===== config.mk =====
export PLATFORM = sky130hd
export DESIGN_NAME = pfilter_cfg_master
export DESIGN_NICKNAME = d
export VERILOG_FILES = /design/src/rtl/pfilter_pkg.sv /design/src/rtl/pfilter_cfg_master.sv
export SDC_FILE = /design/constraint.sdc
export NUM_CORES = 1
export LEC_CHECK = 0
export ABC_AREA = 1
export CAP_MARGIN = 30
export CORE_ASPECT_RATIO = 1.4
export CORE_MARGIN = 2
export CORE_UTILIZATION = 50
export CTS_CLUSTER_DIAMETER = 200
export DETAILED_ROUTE_END_ITERATION = 8
export PLACE_DENSITY_LB_ADDON = 0.05
export SLEW_MARGIN = 20
export SYNTH_ARGS = -nofsm -noshare
export SYNTH_HDL_FRONTEND = slang
export SYNTH_SLANG_ARGS = --single-unit

===== constraint.sdc =====
create_clock -name clk_i -period 14.6 [get_ports clk_i]
set_input_delay 2.92 -clock clk_i [delete_from_list [all_inputs] [get_ports clk_i]]
set_output_delay 2.92 -clock clk_i [all_outputs]
set_load 0.01 [all_outputs]

===== src/rtl/pfilter_pkg.sv =====
// Shared definitions for the packet filter and its configuration master:
// master FSM states and the filter's register map.
package pfilter_pkg;

    typedef enum logic [2:0] {
        IDLE  = 3'd0,
        WR    = 3'd1,
        RD    = 3'd2,
        RWAIT = 3'd3,
        FIN   = 3'd4
    } amm_state_t;

    // Word addresses of the packet_filter register file.
    localparam int unsigned PF_REG_CTRL   = 0;
    localparam int unsigned PF_REG_MATCH  = 1;
    localparam int unsigned PF_REG_MASK   = 2;
    localparam int unsigned PF_REG_STATUS = 3;
    localparam int unsigned PF_NUM_REGS   = 4;

    // Address width for a word-addressed file; never narrower than one bit.
    function automatic int addr_width(input int n);
        return (n > 2) ? $clog2(n) : 1;
    endfunction

endpackage


===== src/rtl/pfilter_cfg_master.sv =====
// Avalon-MM initiator: writes NUM_REGS configuration words into the packet
// filter, reads each one back, and flags the first mismatch or read timeout.
module pfilter_cfg_master
    import pfilter_pkg::*;
#(
    parameter int                  AMM_DWIDTH  = 32,
    parameter int                  NUM_REGS    = 4,
    parameter int                  AWIDTH      = addr_width(NUM_REGS),
    parameter logic [NUM_REGS-1:0] CHECK_MASK  = {NUM_REGS{1'b1}},
    parameter int                  TIMEOUT_CYC = 64
) (
    input  logic                           clk_i,
    input  logic                           srst_i,
    input  logic                           start_i,
    input  logic [NUM_REGS*AMM_DWIDTH-1:0] cfg_data_i,
    output logic                           busy_o,
    output logic                           done_o,
    output logic                           err_o,
    output logic [AWIDTH-1:0]              err_idx_o,
    output logic [AWIDTH-1:0]              amm_address_o,
    output logic                           amm_write_o,
    output logic [AMM_DWIDTH-1:0]          amm_writedata_o,
    output logic                           amm_read_o,
    input  logic                           amm_waitrequest_i,
    input  logic [AMM_DWIDTH-1:0]          amm_readdata_i,
    input  logic                           amm_readdatavalid_i
);

    localparam int         TW       = (TIMEOUT_CYC > 2) ? $clog2(TIMEOUT_CYC) : 1;
    localparam logic [TW-1:0] TMO_LAST = TW'(TIMEOUT_CYC - 1);
    localparam logic [AWIDTH-1:0] IDX_LAST = AWIDTH'(NUM_REGS - 1);

    amm_state_t            r_state;
    amm_state_t            w_state_nxt;
    logic [AWIDTH-1:0]     r_idx;
    logic [AWIDTH-1:0]     w_idx_nxt;
    logic [TW-1:0]         r_tmo;
    logic [TW-1:0]         w_tmo_nxt;
    logic                  r_err;
    logic [AWIDTH-1:0]     r_err_idx;
    logic [AMM_DWIDTH-1:0] r_shadow [NUM_REGS];
    logic                  w_load;
    logic                  w_fail;
    logic                  w_last;
    logic                  w_mismatch;

    assign w_last     = (r_idx == IDX_LAST);
    assign w_mismatch = CHECK_MASK[r_idx] && (amm_readdata_i != r_shadow[r_idx]);

    always_comb begin
        // NOTE: every combinational output gets a default first so no path leaves it unassigned and infers a latch.
        w_state_nxt = r_state;
        w_idx_nxt   = r_idx;
        w_tmo_nxt   = r_tmo;
        w_load      = 1'b0;
        w_fail      = 1'b0;
        unique case (r_state)
            IDLE: begin
                if (start_i) begin
                    w_load      = 1'b1;
                    w_idx_nxt   = '0;
                    w_state_nxt = WR;
                end
            end
            WR: begin
                if (!amm_waitrequest_i) begin
                    if (w_last) begin
                        w_idx_nxt   = '0;
                        w_state_nxt = RD;
                    end else begin
                        w_idx_nxt = r_idx + AWIDTH'(1);
                    end
                end
            end
            RD: begin
                if (!amm_waitrequest_i) begin
                    w_tmo_nxt   = '0;
                    w_state_nxt = RWAIT;
                end
            end
            RWAIT: begin
                // A valid beat in the last timeout cycle still counts as a response.
                if (amm_readdatavalid_i) begin
                    w_fail    = w_mismatch;
                    w_tmo_nxt = '0;
                    if (w_last) begin
                        w_state_nxt = FIN;
                    end else begin
                        w_idx_nxt   = r_idx + AWIDTH'(1);
                        w_state_nxt = RD;
                    end
                end else if (r_tmo == TMO_LAST) begin
                    w_fail      = 1'b1;
                    w_tmo_nxt   = '0;
                    w_state_nxt = FIN;
                end else begin
                    w_tmo_nxt = r_tmo + TW'(1);
                end
            end
            FIN:     w_state_nxt = IDLE;
            default: w_state_nxt = IDLE;
        endcase
    end

    always_ff @(posedge clk_i) begin
        // NOTE: sequential state uses non-blocking assignments so every register samples pre-edge values.
        if (srst_i) begin
            r_state   <= IDLE;
            r_idx     <= '0;
            r_tmo     <= '0;
            r_err     <= 1'b0;
            r_err_idx <= '0;
        end else begin
            r_state <= w_state_nxt;
            r_idx   <= w_idx_nxt;
            r_tmo   <= w_tmo_nxt;
            if (w_load) begin
                r_err     <= 1'b0;
                r_err_idx <= '0;
            end else if (w_fail && !r_err) begin
                r_err     <= 1'b1;
                r_err_idx <= r_idx;
            end
        end
    end

    // NOTE: the shadow words are not reset; they are only read after a start has loaded them.
    always_ff @(posedge clk_i) begin
        if (w_load) begin
            for (int i = 0; i < NUM_REGS; i++) begin
                r_shadow[i] <= cfg_data_i[i*AMM_DWIDTH +: AMM_DWIDTH];
            end
        end
    end

    always_comb begin
        busy_o          = (r_state != IDLE);
        done_o          = (r_state == FIN);
        err_o           = r_err;
        err_idx_o       = r_err_idx;
        amm_write_o     = (r_state == WR);
        amm_read_o      = (r_state == RD);
        amm_address_o   = '0;
        amm_writedata_o = '0;
        if (r_state == WR || r_state == RD) begin
            amm_address_o = r_idx;
        end
        if (r_state == WR) begin
            amm_writedata_o = r_shadow[r_idx];
        end
    end

endmodule

# --- Word level (Yosys, flattened, before mapping) ---
# Memory sizes are Yosys's and may differ from the RTL's. A register that Yosys moved wholly into a read port is not among the register bits.
# Index checks and enable logic that the tools add are counted.
classes:
  multipliers: 0
  n_lt_le_gt_ge: 1
  div_mod_pow: 0
  add_sub_neg: 2
  reduce_logical: 12
  eq_ne: 14
  bitwise_logic: 0
  shifts: 0
  mux: 31
ops:
  columns: ["cell", "n"]
  rows:
  - ["$mux 32", 1]
  - ["$ne 32x32->1", 1]
  - ["$mux 3", 7]
  - ["$mux 6", 3]
  - ["$mux 2", 8]
  - ["$pmux 3 s4", 1]
  - ["$pmux 6 s2", 1]
  - ["$ne 2x2->1 const B", 5]
  - ["$reduce_and 5->1", 2]
  - ["$mux 1", 8]
  - ["$add 6x1->6 const B", 1]
  - ["$eq 3x2->1 const B", 2]
  - ["$eq 6x6->1 const B", 1]
  - ["$pmux 2 s3", 1]
  - ["$reduce_bool 3->1", 2]
  - ["$eq 3x1->1 const B", 1]
  - ["$eq 3x3->1 const B", 1]
  - ["$logic_not 3->1", 1]
  - ["$lt 2x3->1 const B", 1]
  - ["$ne 3x3->1 const B", 1]
  - ["$add 2x1->2 const B", 1]
  - ["$bmux 1 s2", 1]
  - ["$eq 2x2->1 const B", 1]
  - ["$logic_and 1x1->1", 2]
  - ["other kinds (6)", 6]
totals:
  output_inout_bits: 41
  regBits: 14
  in_bits: 165
  romBits: 0
  latchBits: 0
  n_memories: 1
  mem_bits_rw: 128
  elab_cells: 66
mem_list:
  columns: ["memory", "depth", "width", "read_ports", "rd_ports_with_merged_regs", "wr", "line_no", "source"]
  rows:
  - ["r_shadow", 4, 32, 1, 1, 4, "pfilter_cfg_master.sv:41", "logic [AMM_DWIDTH-1:0] r_shadow [NUM_REGS];"]

# --- Logic depth before layout (Yosys ltp) ---
logic_depth:
  depth_word: 6
  depth_mapped: 16
  depth_no_buf: 15

# --- Worst setup path before layout ---
# Ideal clock, no wire load.
synth_path:
  path_kind: "input to register"
  start: "in start_i"
  end: "mem r_shadow[0][0] (enable)"
  slack_ps: 5741
  setup_time_ps: 617
  cell_stages: 2
  t_required_ps: 13983
  n_path_buf: 0
  arrival_ps: 8242
  path_cell_list: "inv_1 -> nor2_1"
synth_lines:
  columns: ["item", "line_no", "source"]
  rows:
  - ["start, declared", "pfilter_cfg_master.sv:14", "input logic start_i,"]
  - ["end, declared", "pfilter_cfg_master.sv:41", null]

==> impl_metrics.json <==
{
  "status": "complete, no violations",
  "maxCapViolCount": 0,
  "track_usage": 0.2563,
  "die_h_um": 137.8,
  "syn_to_final_growth_pct": 42.49,
  "ys_async_sr_fraction": 0,
  "clock_sinks": 144,
  "worstRegToRegCells": 13,
  "htreeDepth": 4,
  "root_buffer": "clkbuf_16",
  "synth_cell_types": 30,
  "cts_tree": "yes",
  "synth_nets": 810,
  "worstPathArrival_ns": 2.90,
  "synthTopCellsByArea": "edfxtp_1 60%, nand2_1 14%, nand3_1 6.5%",
  "post-cts-setup-buffer-count": 0,
  "tns_ns": 0,
  "synth_seq_cells": 144,
  "grt_pass1_vias": 5319,
  "max_freq_mhz": 171.9,
  "yosysMostFrequentCell": "nand2_1",
  "r2r_end": "err_o",
  "syn_area_mm2": 0.006392,
  "dr.pass1.iters": 5,
  "drv_slew": 0,
  "dieArea_mm2": 0.01372,
  "synthFlopType": "edfxtp_1",
  "slew_headroom": 0.3712,
  "rsz0062_at_grt": "false",
  "yosysTopAreaCell": "edfxtp_1",
  "peakVddDrop_uv": 129.1,
  "synth_common_cells": "233 x nand2_1, 128 x edfxtp_1, 83 x nand3_1",
  "worstMarginPinSlew_ns": 0.9432,
  "hold_buffers": 0,
  "min_path_type": "flop to flop",
  "dp_hpwl_mm": 12.29,
  "clk_latency_ns": 0.41,
  "seqCellArea_mm2": 0.004167,
  "viasPerCell": 5.264,
  "multi_input_comb_area_mm2": 0.001928,
  "yosys.area_share.simple": 0.2689,
  "drt-met1-wl_mm": 6.252,
  "worstPathRequired_ns": 11.68,
  "ant_nets": 0,
  "crit_fanout": 33,
  "cts_buffers": 17,
  "synth-xor-area-share": 0.006851,
  "io_pins": 206,
  "core_mm2": 0.01243,
  "n_antenna_cell": 0,
  "rows": 48,
  "fin_crit_ns": 5.817,
  "synth-seq-area-share": 0.6514,
  "p_per_area_mw_per_mm2": 171.2,
  "syn_area_per_cell_um2": 9.941,
  "clk_pin_slew_ns": 0.06,
  "clk_path_buf_depth": 2,
  "finalSetupViolCount": 0,
  "hold_violations": 0,
  "drt-total-wl_mm": 17.41,
  "syn_inst": 643,
  "synth-edff-count": 128,
  "leakage_uw": 0.003560,
  "port_buffers": 205,
  "synthAdderAreaFrac": 0.003915,
  "die_w_um": 99.56,
  "antenna_found_initial": 0,
  "post_cts_resized": 0,
  "rrSetupSlack_ns": 11.79,
  "finalCritPeriodShare": 0.3984,
  "fin_skew_ns": 0.007204,
  "vias": 5322,
  "crit_type": "flop to primary output",
  "routed.top_layer": "met4",
  "pre_cts_slack_ns": 9.145,
  "start_util": 0.5142,
  "synth_top_area_share": 0.6013,
  "grt_max_degree": 77,
  "synth-compound-area-share": 0.02075,
  "grt_first_pass_wirelength_mm": 26.27,
  "end_kind": "primary output",
  "critPathCapture": "amm_writedata_o[26]",
  "drc": 0,
  "fill_cells": 878,
  "routed-wl-met2_mm": 9.503,
  "min_path_cells": 2,
  "wl_met3_mm": 1.403,
  "drt-wirelength-per-cell_um": 17.22,
  "synth_top_family_by_area": "simple AND/OR/NAND/NOR gates",
  "gr-total-overflow": 0,
  "final_nets": 1015,
  "drive_above_1_share": 0.05459,
  "first_iter_violations": 365,
  "synth_mux_area_frac": 0,
  "ys_warn_count": 0,
  "place_congestion": 0.8594,
  "fin_ws_ns": 8.783,
  "critPathLaunchType": "flop"
}
-- per-stage QoR --
step	hold slack, ns	std cells	util	instance area (um2)	power (uW)
after floorplan	0.4520	643	-	6392	945.8
after global placement	0.4718	978	0.6840	8503	1117
after detailed placement	0.4831	979	0.6856	8523	1136
after CTS	0.4969	1011	0.7327	9109	1566
after global routing	0.5241	1011	0.7327	9109	1648
final	0.4908	1011	0.7327	9109	1559
-- kinds of logic (layout without fill, tap and decap cells) --
family                     count (synthesis)  count (layout)
AOI/OAI and AO/OA                         24              24
xor gates and xnor gates                   5               5
adders and majority gates                  2               2
buffers and inverters                     62             280
DFF                                      144             144
and+or+nand+nor                          406             406
-- per-layer routing --
metal | up-vias | GRT usage
li1 | 2574 | -
met1 | 2507 | 0.2926
met2 | 219 | 0.4688
met3 | 22 | 0.06038
met4 | 0 | 0.08828
met5 | - | 0
-- state kept, by name (all words and copies together), names as in the netlist, named ones only --
| register | cells |
|---|---|
| err_idx_o | 2 |
| err_o | 1 |
| r_idx | 2 |
| r_shadow | 128 |
| r_state | 3 |
| r_tmo | 6 |
-- report_power, final --
part	internal [uW]	leakage (uW)	total (uW)	switching, uW
sequential	558	0.00134	584	26.2
combinational	206	0.00194	548	342
clock	253	0.000277	428	175
total	1020	0.00356	1560	543
-- critical path, stage by stage, from the launching register on --
cell	delay, ns
dfxtp_2	0.86
inv_2	0.52
nand3_1	0.27
nand2_1	0.10
nor2_1	0.16
clkdlybuf4s50_1	0.57
-- how the worst min path moves through the flow --
| stage | to | from | slack [ns] |
|---|---|---|---|
| finish | err_idx_o[1] | err_idx_o[1] | 0.49 |
| global route | err_idx_o[1] | err_idx_o[1] | 0.52 |
| detailed placement | err_idx_o[1] | err_idx_o[1] | 0.48 |
| global placement | r_tmo[1] | r_tmo[1] | 0.47 |
| CTS | err_idx_o[1] | err_idx_o[1] | 0.50 |
| floorplan | r_tmo[1] | r_tmo[1] | 0.45 |
-- area by class of cell --
type	instances	area share
Timing Repair Buffer	209	0.2299
Sequential cell	144	0.4574
Clock inverter	15	0.01758
Inverter	39	0.01607
Clock buffer	17	0.04670
Multi-Input combinational cell	437	0.2117
Tap cell	150	0.02060
-- cells in the final DEF (no fill, tap or decap) --
| master | n |
|---|---|
| clkinvlp_4 | 2 |
| buf_12 | 1 |
| nor3b_1 | 1 |
| a211oi_1 | 3 |
| ha_1 | 2 |
| dfxtp_1 | 14 |
| nand3b_1 | 13 |
| nand3_1 | 83 |
| a21oi_1 | 11 |
| o22ai_1 | 1 |
| clkdlybuf4s50_1 | 205 |
| inv_1 | 34 |
| nor2_1 | 62 |
| clkinv_1 | 3 |
| nor2_4 | 1 |
| o21ai_0 | 7 |
| nor4_1 | 1 |
| or2_2 | 2 |
| nor3_1 | 4 |
| bufinv_16 | 2 |
| o21ai_1 | 1 |
| nand4_1 | 2 |
| inv_6 | 3 |
| a221oi_1 | 1 |
| inv_8 | 1 |
| dfxtp_2 | 2 |
| nand3_2 | 3 |
| buf_4 | 3 |
| xor2_1 | 4 |
| clkinv_4 | 4 |
| inv_2 | 4 |
| xnor2_1 | 1 |
| nand2_1 | 233 |
| clkbuf_16 | 17 |
| clkinvlp_2 | 1 |
| nand2_2 | 1 |
| edfxtp_1 | 128 |
No activity file was read; power rests on OpenSTA's default activity.
